**src/rtl/card_pkg.sv**
```systemverilog
`default_nettype none
// ============================================================================
// card_pkg
// Shared card-state encodings, write-entry layout and arbiter state type.
// Revision: 1.0
// ============================================================================
package card_pkg;

  localparam int CARD_ADDR_W  = 4;
  localparam int CARD_STATE_W = 2;

  localparam logic [CARD_STATE_W-1:0] COVERED     = 2'b01;
  localparam logic [CARD_STATE_W-1:0] DEACTIVATED = 2'b10;
  localparam logic [CARD_STATE_W-1:0] DISCOVERED  = 2'b11;

  typedef enum logic [1:0] {
    IDLE  = 2'd0,
    DRAIN = 2'd1,
    SWEEP = 2'd2
  } arb_state_e;

  // One buffered game write: {state, addr}, 6 bits for the default build.
  typedef struct packed {
    logic [CARD_STATE_W-1:0] state;
    logic [CARD_ADDR_W-1:0]  addr;
  } card_wr_t;

endpackage
`default_nettype wire

```
**src/rtl/card_wr_fifo.sv**
```systemverilog
`default_nettype none
// ============================================================================
// card_wr_fifo
// Synchronous game-write buffer with full/empty flags, occupancy count and a
// push-to-head bypass so a write into an empty buffer can issue the same cycle.
// Revision: 1.0
// ============================================================================
module card_wr_fifo #(
  parameter int DEPTH = 4,
  parameter int WIDTH = 6
) (
  input  logic                     clk,
  input  logic                     rst,
  input  logic                     push_i,
  input  logic [WIDTH-1:0]         push_data_i,
  input  logic                     pop_i,
  output logic [WIDTH-1:0]         head_o,
  output logic                     head_valid_o,
  output logic                     full_o,
  output logic                     empty_o,
  output logic [$clog2(DEPTH):0]   count_o
);

  localparam int PTR_W = $clog2(DEPTH);
  localparam int CNT_W = $clog2(DEPTH) + 1;

  logic [WIDTH-1:0] mem_q [DEPTH];
  logic [PTR_W-1:0] wptr_q, wptr_d;
  logic [PTR_W-1:0] rptr_q, rptr_d;
  logic [CNT_W-1:0] count_q, count_d;
  logic             do_pop;
  logic             do_push;
  logic             bypass;
  logic             wr_mem;
  logic             rd_adv;

  assign empty_o      = (count_q == '0);
  assign full_o       = (count_q == CNT_W'(DEPTH));
  assign head_valid_o = !empty_o || push_i;
  assign head_o       = empty_o ? push_data_i : mem_q[rptr_q];
  assign count_o      = count_q;

  // A pop frees a slot, so a push while full is still accepted in that cycle.
  always_comb begin
    do_pop  = pop_i && head_valid_o;
    do_push = push_i && (!full_o || do_pop);
    bypass  = empty_o && do_push && do_pop;
    wr_mem  = do_push && !bypass;
    rd_adv  = do_pop && !bypass;
    wptr_d  = wr_mem ? wptr_q + PTR_W'(1) : wptr_q;
    rptr_d  = rd_adv ? rptr_q + PTR_W'(1) : rptr_q;
    count_d = count_q + CNT_W'(wr_mem) - CNT_W'(rd_adv);
  end

  always_ff @(posedge clk) begin
    if (wr_mem) begin
      mem_q[wptr_q] <= push_data_i;
    end
  end

  always_ff @(posedge clk or negedge rst) begin
    if (!rst) begin
      wptr_q  <= '0;
      rptr_q  <= '0;
      count_q <= '0;
    end else begin
      wptr_q  <= wptr_d;
      rptr_q  <= rptr_d;
      count_q <= count_d;
    end
  end

endmodule
`default_nettype wire

```
**src/rtl/card_write_arbiter.sv**
```systemverilog
`default_nettype none
// ============================================================================
// card_write_arbiter
// Shares the card-state RAM write port between buffered game writes and a
// full clear sweep, keeping program order around each clear.
// Optional feature macro: CARD_WR_STATS_EN (deactivate-write counter).
// Revision: 1.0
// ============================================================================
module card_write_arbiter
  import card_pkg::*;
#(
  parameter int                      NUM_CARDS   = 16,
  parameter int                      FIFO_DEPTH  = 4,
  parameter logic [CARD_STATE_W-1:0] CLEAR_STATE = COVERED
) (
  input  logic                    clk,
  input  logic                    rst,
  input  logic                    fsm_wr_en,
  input  logic [CARD_STATE_W-1:0] fsm_wr_state,
  input  logic [CARD_ADDR_W-1:0]  fsm_wr_addr,
  input  logic                    clear_req,
  output logic                    clear_busy,
  output logic                    ram_we,
  output logic [CARD_ADDR_W-1:0]  ram_addr,
  output logic [CARD_STATE_W-1:0] ram_wdata,
  output logic                    fifo_full,
  output logic                    overflow,
  output logic [3:0]              cards_done
);

  localparam int CNT_W   = $clog2(FIFO_DEPTH) + 1;
  localparam int SWEEP_W = CARD_ADDR_W + 1;

  arb_state_e              state_q, state_d;
  logic [CNT_W-1:0]        drain_q, drain_d;
  logic [SWEEP_W-1:0]      sweep_q, sweep_d;
  logic                    overflow_q, overflow_d;
  logic                    ram_we_q;
  logic [CARD_ADDR_W-1:0]  ram_addr_q;
  logic [CARD_STATE_W-1:0] ram_wdata_q;

  card_wr_t                push_ent;
  card_wr_t                head_ent;
  logic                    head_valid;
  logic                    fifo_pop;
  logic                    fifo_full_w;
  logic                    fifo_empty;
  logic [CNT_W-1:0]        fifo_count;

  logic                    issue_we;
  logic [CARD_ADDR_W-1:0]  issue_addr;
  logic [CARD_STATE_W-1:0] issue_data;
  logic                    sweep_first;

  assign push_ent.state = fsm_wr_state;
  assign push_ent.addr  = fsm_wr_addr;

  card_wr_fifo #(
    .DEPTH (FIFO_DEPTH),
    .WIDTH ($bits(card_wr_t))
  ) u_fifo (
    .clk          (clk),
    .rst          (rst),
    .push_i       (fsm_wr_en),
    .push_data_i  (push_ent),
    .pop_i        (fifo_pop),
    .head_o       (head_ent),
    .head_valid_o (head_valid),
    .full_o       (fifo_full_w),
    .empty_o      (fifo_empty),
    .count_o      (fifo_count)
  );

  // Outputs are registered, so each branch decides what the RAM sees next
  // cycle. The sweep starts issuing in the clear cycle only when nothing is
  // popped then; sweep_q == NUM_CARDS is the tail cycle showing the last address.
  always_comb begin
    state_d     = state_q;
    drain_d     = drain_q;
    sweep_d     = sweep_q;
    fifo_pop    = 1'b0;
    issue_we    = 1'b0;
    issue_addr  = '0;
    issue_data  = '0;
    sweep_first = 1'b0;
    case (state_q)
      IDLE: begin
        if (clear_req) begin
          if (!fifo_empty) begin
            fifo_pop   = 1'b1;
            issue_we   = 1'b1;
            issue_addr = head_ent.addr;
            issue_data = head_ent.state;
            drain_d    = fifo_count - CNT_W'(1);
            sweep_d    = '0;
            state_d    = (fifo_count > CNT_W'(1)) ? DRAIN : SWEEP;
          end else begin
            issue_we    = 1'b1;
            issue_addr  = '0;
            issue_data  = CLEAR_STATE;
            sweep_first = 1'b1;
            sweep_d     = SWEEP_W'(1);
            state_d     = SWEEP;
          end
        end else if (head_valid) begin
          fifo_pop   = 1'b1;
          issue_we   = 1'b1;
          issue_addr = head_ent.addr;
          issue_data = head_ent.state;
        end
      end
      DRAIN: begin
        fifo_pop   = 1'b1;
        issue_we   = 1'b1;
        issue_addr = head_ent.addr;
        issue_data = head_ent.state;
        drain_d    = drain_q - CNT_W'(1);
        if (drain_q == CNT_W'(1)) begin
          state_d = SWEEP;
        end
      end
      SWEEP: begin
        if (sweep_q == SWEEP_W'(NUM_CARDS)) begin
          sweep_d = '0;
          state_d = IDLE;
        end else begin
          issue_we    = 1'b1;
          issue_addr  = sweep_q[CARD_ADDR_W-1:0];
          issue_data  = CLEAR_STATE;
          sweep_first = (sweep_q == '0);
          sweep_d     = sweep_q + SWEEP_W'(1);
        end
      end
      default: begin
        state_d = IDLE;
      end
    endcase
  end

  assign overflow_d = overflow_q | (fsm_wr_en && fifo_full_w && !fifo_pop);

  always_ff @(posedge clk or negedge rst) begin
    if (!rst) begin
      state_q     <= IDLE;
      drain_q     <= '0;
      sweep_q     <= '0;
      overflow_q  <= 1'b0;
      ram_we_q    <= 1'b0;
      ram_addr_q  <= '0;
      ram_wdata_q <= '0;
    end else begin
      state_q     <= state_d;
      drain_q     <= drain_d;
      sweep_q     <= sweep_d;
      overflow_q  <= overflow_d;
      ram_we_q    <= issue_we;
      ram_addr_q  <= issue_addr;
      ram_wdata_q <= issue_data;
    end
  end

  assign ram_we     = ram_we_q;
  assign ram_addr   = ram_addr_q;
  assign ram_wdata  = ram_wdata_q;
  assign clear_busy = (state_q != IDLE);
  assign fifo_full  = fifo_full_w;
  assign overflow   = overflow_q;

`ifdef CARD_WR_STATS_EN
  logic [3:0] cards_done_q, cards_done_d;

  // Counts deactivate writes as they are issued; the sweep's first write zeroes it.
  always_comb begin
    cards_done_d = cards_done_q;
    if (sweep_first) begin
      cards_done_d = '0;
    end else if (fifo_pop && (head_ent.state == DEACTIVATED) && (cards_done_q != 4'hF)) begin
      cards_done_d = cards_done_q + 4'd1;
    end
  end

  always_ff @(posedge clk or negedge rst) begin
    if (!rst) begin
      cards_done_q <= '0;
    end else begin
      cards_done_q <= cards_done_d;
    end
  end

  assign cards_done = cards_done_q;
`else
  assign cards_done = 4'd0;
`endif

endmodule
`default_nettype wire

```
**config.mk**
```make
export PLATFORM = sky130hd
export DESIGN_NAME = card_write_arbiter
export DESIGN_NICKNAME = d
export VERILOG_FILES = /design/src/rtl/card_pkg.sv /design/src/rtl/card_wr_fifo.sv /design/src/rtl/card_write_arbiter.sv
export SDC_FILE = /design/constraint.sdc
export NUM_CORES = 1
export LEC_CHECK = 0
export ABC_AREA = 1
export BUFFER_PORTS_ARGS = -buffer_cell sky130_fd_sc_hd__buf_2
export CELL_PAD_IN_SITES_DETAIL_PLACEMENT = 1
export CELL_PAD_IN_SITES_GLOBAL_PLACEMENT = 1
export CORE_MARGIN = 10
export CORE_UTILIZATION = 41
export CTS_CLUSTER_DIAMETER = 60
export DETAILED_ROUTE_END_ITERATION = 7
export PLACE_DENSITY_LB_ADDON = 0.1
export SETUP_SLACK_MARGIN = 0.2
export SLEW_MARGIN = 10
export SYNTH_ARGS = -nofsm -noshare
export SYNTH_HDL_FRONTEND = slang
export SYNTH_SLANG_ARGS = --single-unit
```
**constraint.sdc**
```tcl
create_clock -name clk -period 2.25 [get_ports clk]
set_input_delay 0.1125 -clock clk [delete_from_list [all_inputs] [get_ports clk]]
set_output_delay 0.1125 -clock clk [all_outputs]
set_load 0.03 [all_outputs]
```
==> implementation parameters <==
Parameter                              Value

Synth
  Share of synthesized cell area in and, or, nand and nor gates ... 21.5%
  Mux contribution to synthesized area ... 0%
  Number of synthesized register bits ... 49
  Top post-synthesis cells by area ... sky130_fd_sc_hd__edfxtp_1 28%, sky130_fd_sc_hd__dfrtp_1 25%, sky130_fd_sc_hd__nand2_1 8.1%
  Post-synthesis sequential area ratio ... 52.7%
  Library cells used by synthesis ... 37
  Post-Syn Area ... 0.00255 mm²
  Share of synthesized registers carrying an async set or reset ... 51.0%
  Area fraction in compound gates after synthesis ... 7.55%
  Gate Count Post-Synth ... 265
  Xor and xnor fraction of the mapped netlist area ... 1.37%
  Largest family of logic cells by synthesized area ... simple AND/OR/NAND/NOR gates
  Adder and majority cell fraction of the synthesized area ... 8.14%
  Area share of the largest cell type after synthesis ... 28.2%
  Number of enable flip-flop cells after synthesis ... 24
  Cell type contributing the most total cell area after synthesis ... sky130_fd_sc_hd__edfxtp_1
  Avg Inst Size Synth ... 9.63 µm²
  Synthesis Warnings ... 0
  Primary flip-flop cell chosen by synthesis mapping ... sky130_fd_sc_hd__dfrtp_1

Worst setup path
  WP data arrival ... 2.33 ns
  Crit Path Category ... reg -> reg
  Setup slack of the most critical reg-to-reg path ... 0.17 ns
  Nature of the critical path startpoint ... register
  Required time at the worst-slack endpoint ... 2.50 ns
  Critical path endpoint category ... register
  Crit Path Max Fanout ... 3

STA
  Clock skew ... 0.00290 ns
  Number of failing hold endpoints at the final stage ... 0
  Final Cycle Share ... 92.5%
  Highest clock frequency the design can meet ... 0.480 GHz
  Clock period minus final worst setup slack ... 2.08 ns
  Number of max-slew violations in the final report ... 0
  Final setup violation count ... 0
  Slew @ Worst Pin ... 0.577 ns
  Setup repair after global routing missed its margin ... yes
  TNS Setup ... 0 ns
  Tightest slew margin relative to the limit ... 61.6%

GRT
  Total track usage ... 12.3%
  Vias in the first global route ... 2,013
  Final global-route overflow total ... 0
  Number of antenna violations at the first check in global routing ... 0
  Wire length of the first global-routing pass ... 9780 µm
  Maximum number of pins on one net before global-route repair ... 26

Clock network
  H-tree lvl count ... 2
  Clk Latency, worst-skew pair ... 0.30 ns
  CTS root buffer ... sky130_fd_sc_hd__clkbuf_8
  Clock-pin slew of the registers on the worst-case setup and hold paths ... 0.09 ns
  Clock Sinks ... 49
  Inserted Clock Buffers ... 5
  Number of buffers on the longest clock path ... 2
  Clock tree from TritonCTS ... yes

Routing
  WL/cell ... 15.2 µm
  Vias ... 1,854
  Number of DRC markers in iteration 0 ... 54
  DR vias/cell ... 4.94
  Detailed-route DRC error count ... 0
  Final Routed Wirelength ... 5680 µm
  Detailed Routing Iterations Pass 1 ... 4
  Antenna-violating nets left ... 0

Place
  Post-place instance area ... 0.00277 mm²
  Count of port buffers added during placement ... 19
  Final estimated routing congestion in global placement ... 0.772
  Post-detail-place hpwl ... 4280 µm

Finish
  Top library cells by usage in the layout, fill and taps aside ... 55 x sky130_fd_sc_hd__nand2_1, 32 x sky130_fd_sc_hd__inv_1, 25 x sky130_fd_sc_hd__dfrtp_1
  Share of cells above drive strength 1 ... 23.7%
  Antenna Diode Count ... 0
  Number of nets in the finished design ... 325
  Layout Area Growth over Synthesis ... 14.7%
  Multi-input gate area in the final layout ... 0.00104 mm²
  Most common cell after layout, fill and taps aside ... sky130_fd_sc_hd__nand2_1
  Sequential cell area ... 0.00135 mm²
  Number of fill cells ... 703
  Final design area excluding fillers ... 0.00293 mm²

Hold path
  Path category of the worst min-delay check ... in -> reg

Die
  Area enclosed by the die boundary ... 0.00978 mm²
  Core Rows ... 28
  Floorplan Core Area ... 0.00599 mm²
  Die Ht ... 98.9 µm
  Boundary pin count ... 24
  Horizontal die dimension ... 98.9 µm
  Initial cell density of the core ... 42.6%

Power
  Largest vdd supply drop ... 0.000591 V
  Leakage ... 1.37 nW
  PD cells ... 1450 mW/mm²

Run
  Max-capacitance violation count ... 0

Status
  Status ... finished clean
## logic make-up (layout without fill, tap and decap cells)
logic type,count (synthesis),in the layout
adders and majority gates,16,16
other,1,4
AOI/OAI and AO/OA,33,33
buffers and inverters,49,81
and+or+nand+nor,113,113
DFF,49,49
xor gates and xnor gates,4,4
## cells in the mapped netlist, drive strengths merged, types with 4 or more instances
| library cell | instances |
|---|---|
| ha | 15 |
| edfxtp | 24 |
| nand3 | 19 |
| a21oi | 6 |
| inv | 40 |
| nor2 | 23 |
| o21ai | 18 |
| nand2 | 65 |
| dfrtp | 25 |
| or2 | 4 |
| buf | 8 |
## final timing paths
check	from	endpoint	cells past startpoint
min in group asynchronous	rst	sweep_q[2]$_DFFE_PN0P_	2
worst min register to register	overflow$_DFF_PN0_	overflow$_DFF_PN0_	1
worst max register to register	u_fifo.count_o[0]$_DFF_PN0_	u_fifo.count_o[1]$_DFF_PN0_	13
worst max-delay path	u_fifo.count_o[0]$_DFF_PN0_	u_fifo.count_o[1]$_DFF_PN0_	13
max in group asynchronous	rst	u_fifo.rptr_q[0]$_DFFE_PN0P_	2
worst min-delay path	fsm_wr_addr[0]	u_fifo.mem_q[1][0]$_DFFE_PP_	1
## cell type report
| type | count | share of cell area (%) |
|---|---|---|
| flip-flops and latches | 49 | 46.0 |
| multi-input cells | 170 | 35.6 |
| repair buffers | 33 | 6.92 |
| inverters | 40 | 5.30 |
| well taps | 75 | 3.21 |
| clock buffers | 5 | 2.35 |
| clock inverters | 3 | 0.598 |
## sequential cells by signal (all words and copies together), names as in the netlist
register	flops
ram_wdata	2
drain_q	3
ram_we	1
ram_addr	4
u_fifo.wptr_q	2
u_fifo.mem_q	24
state_q	2
overflow	1
u_fifo.count_o	3
sweep_q	5
u_fifo.rptr_q	2
## power breakdown
| part | switching [W] | total [W] | internal [W] | leakage (nW) |
|---|---|---|---|---|
| clock network | 0.000304 | 0.000518 | 0.000215 | 0.0417 |
| logic | 0.00142 | 0.00226 | 0.000848 | 0.803 |
| registers | 0.000197 | 0.00145 | 0.00125 | 0.525 |
| total | 0.00192 | 0.00423 | 0.00232 | 1.37 |
## what timing repair did
| item | in CTS | in global routing |
|---|---|---|
| hold buffers | 1 | 0 |
| pin swaps | 4 | 0 |
| endpoints found under the hold margin | 25 | 0 |
| endpoints found under the setup margin | 2 | 2 |
| resized for setup | 1 | 1 |
| buffers inserted | 5 | 2 |
| cloned | 0 | 0 |
## critical path: stages, from the launching register on
cell and delay, ns:
sky130_fd_sc_hd__dfrtp_1 0.40, sky130_fd_sc_hd__inv_2 0.09, sky130_fd_sc_hd__ha_4 0.14, sky130_fd_sc_hd__inv_2 0.04, sky130_fd_sc_hd__nor2_4 0.08, sky130_fd_sc_hd__nand2_2 0.07
sky130_fd_sc_hd__nand2_4 0.07, sky130_fd_sc_hd__nand2_4 0.06, sky130_fd_sc_hd__nand2_4 0.09, sky130_fd_sc_hd__inv_4 0.04, sky130_fd_sc_hd__ha_4 0.25, sky130_fd_sc_hd__inv_2 0.04
sky130_fd_sc_hd__ha_4 0.15, sky130_fd_sc_hd__fa_2 0.50
## routing by layer
| layer | wire length, µm | global-route usage, % | part of all wire [%] | vias to the layer above |
|---|---|---|---|---|
| li1 | - | - | - | 909 |
| met1 | 2630 | 15.1 | 46 | 920 |
| met2 | 2770 | 20.5 | 49 | 20 |
| met3 | 221 | 3.28 | 3.9 | 5 |
| met4 | 66 | 3.64 | 1.2 | 0 |
| met5 | 0 | 0 | 0 | - |
## per-stage QoR
| step | hold slack, ns | cells | utilization (%) | worst slack (ns) | power, W |
|---|---|---|---|---|---|
| global route | 0.0277 | 375 | 48.9 | 0.0533 | 0.00468 |
| detailed placement | 0.149 | 359 | 46.3 | 0.0199 | 0.00366 |
| global placement | 0.148 | 359 | 46.3 | 0.0829 | 0.00360 |
| finish | 0.0392 | 375 | 48.9 | 0.168 | 0.00423 |
| floorplan | -0.183 | 268 | - | 0.0964 | 0.00305 |
| CTS | 0.0344 | 373 | 48.5 | 0.158 | 0.00427 |
Note: power is estimated with default switching activity, not from simulation.
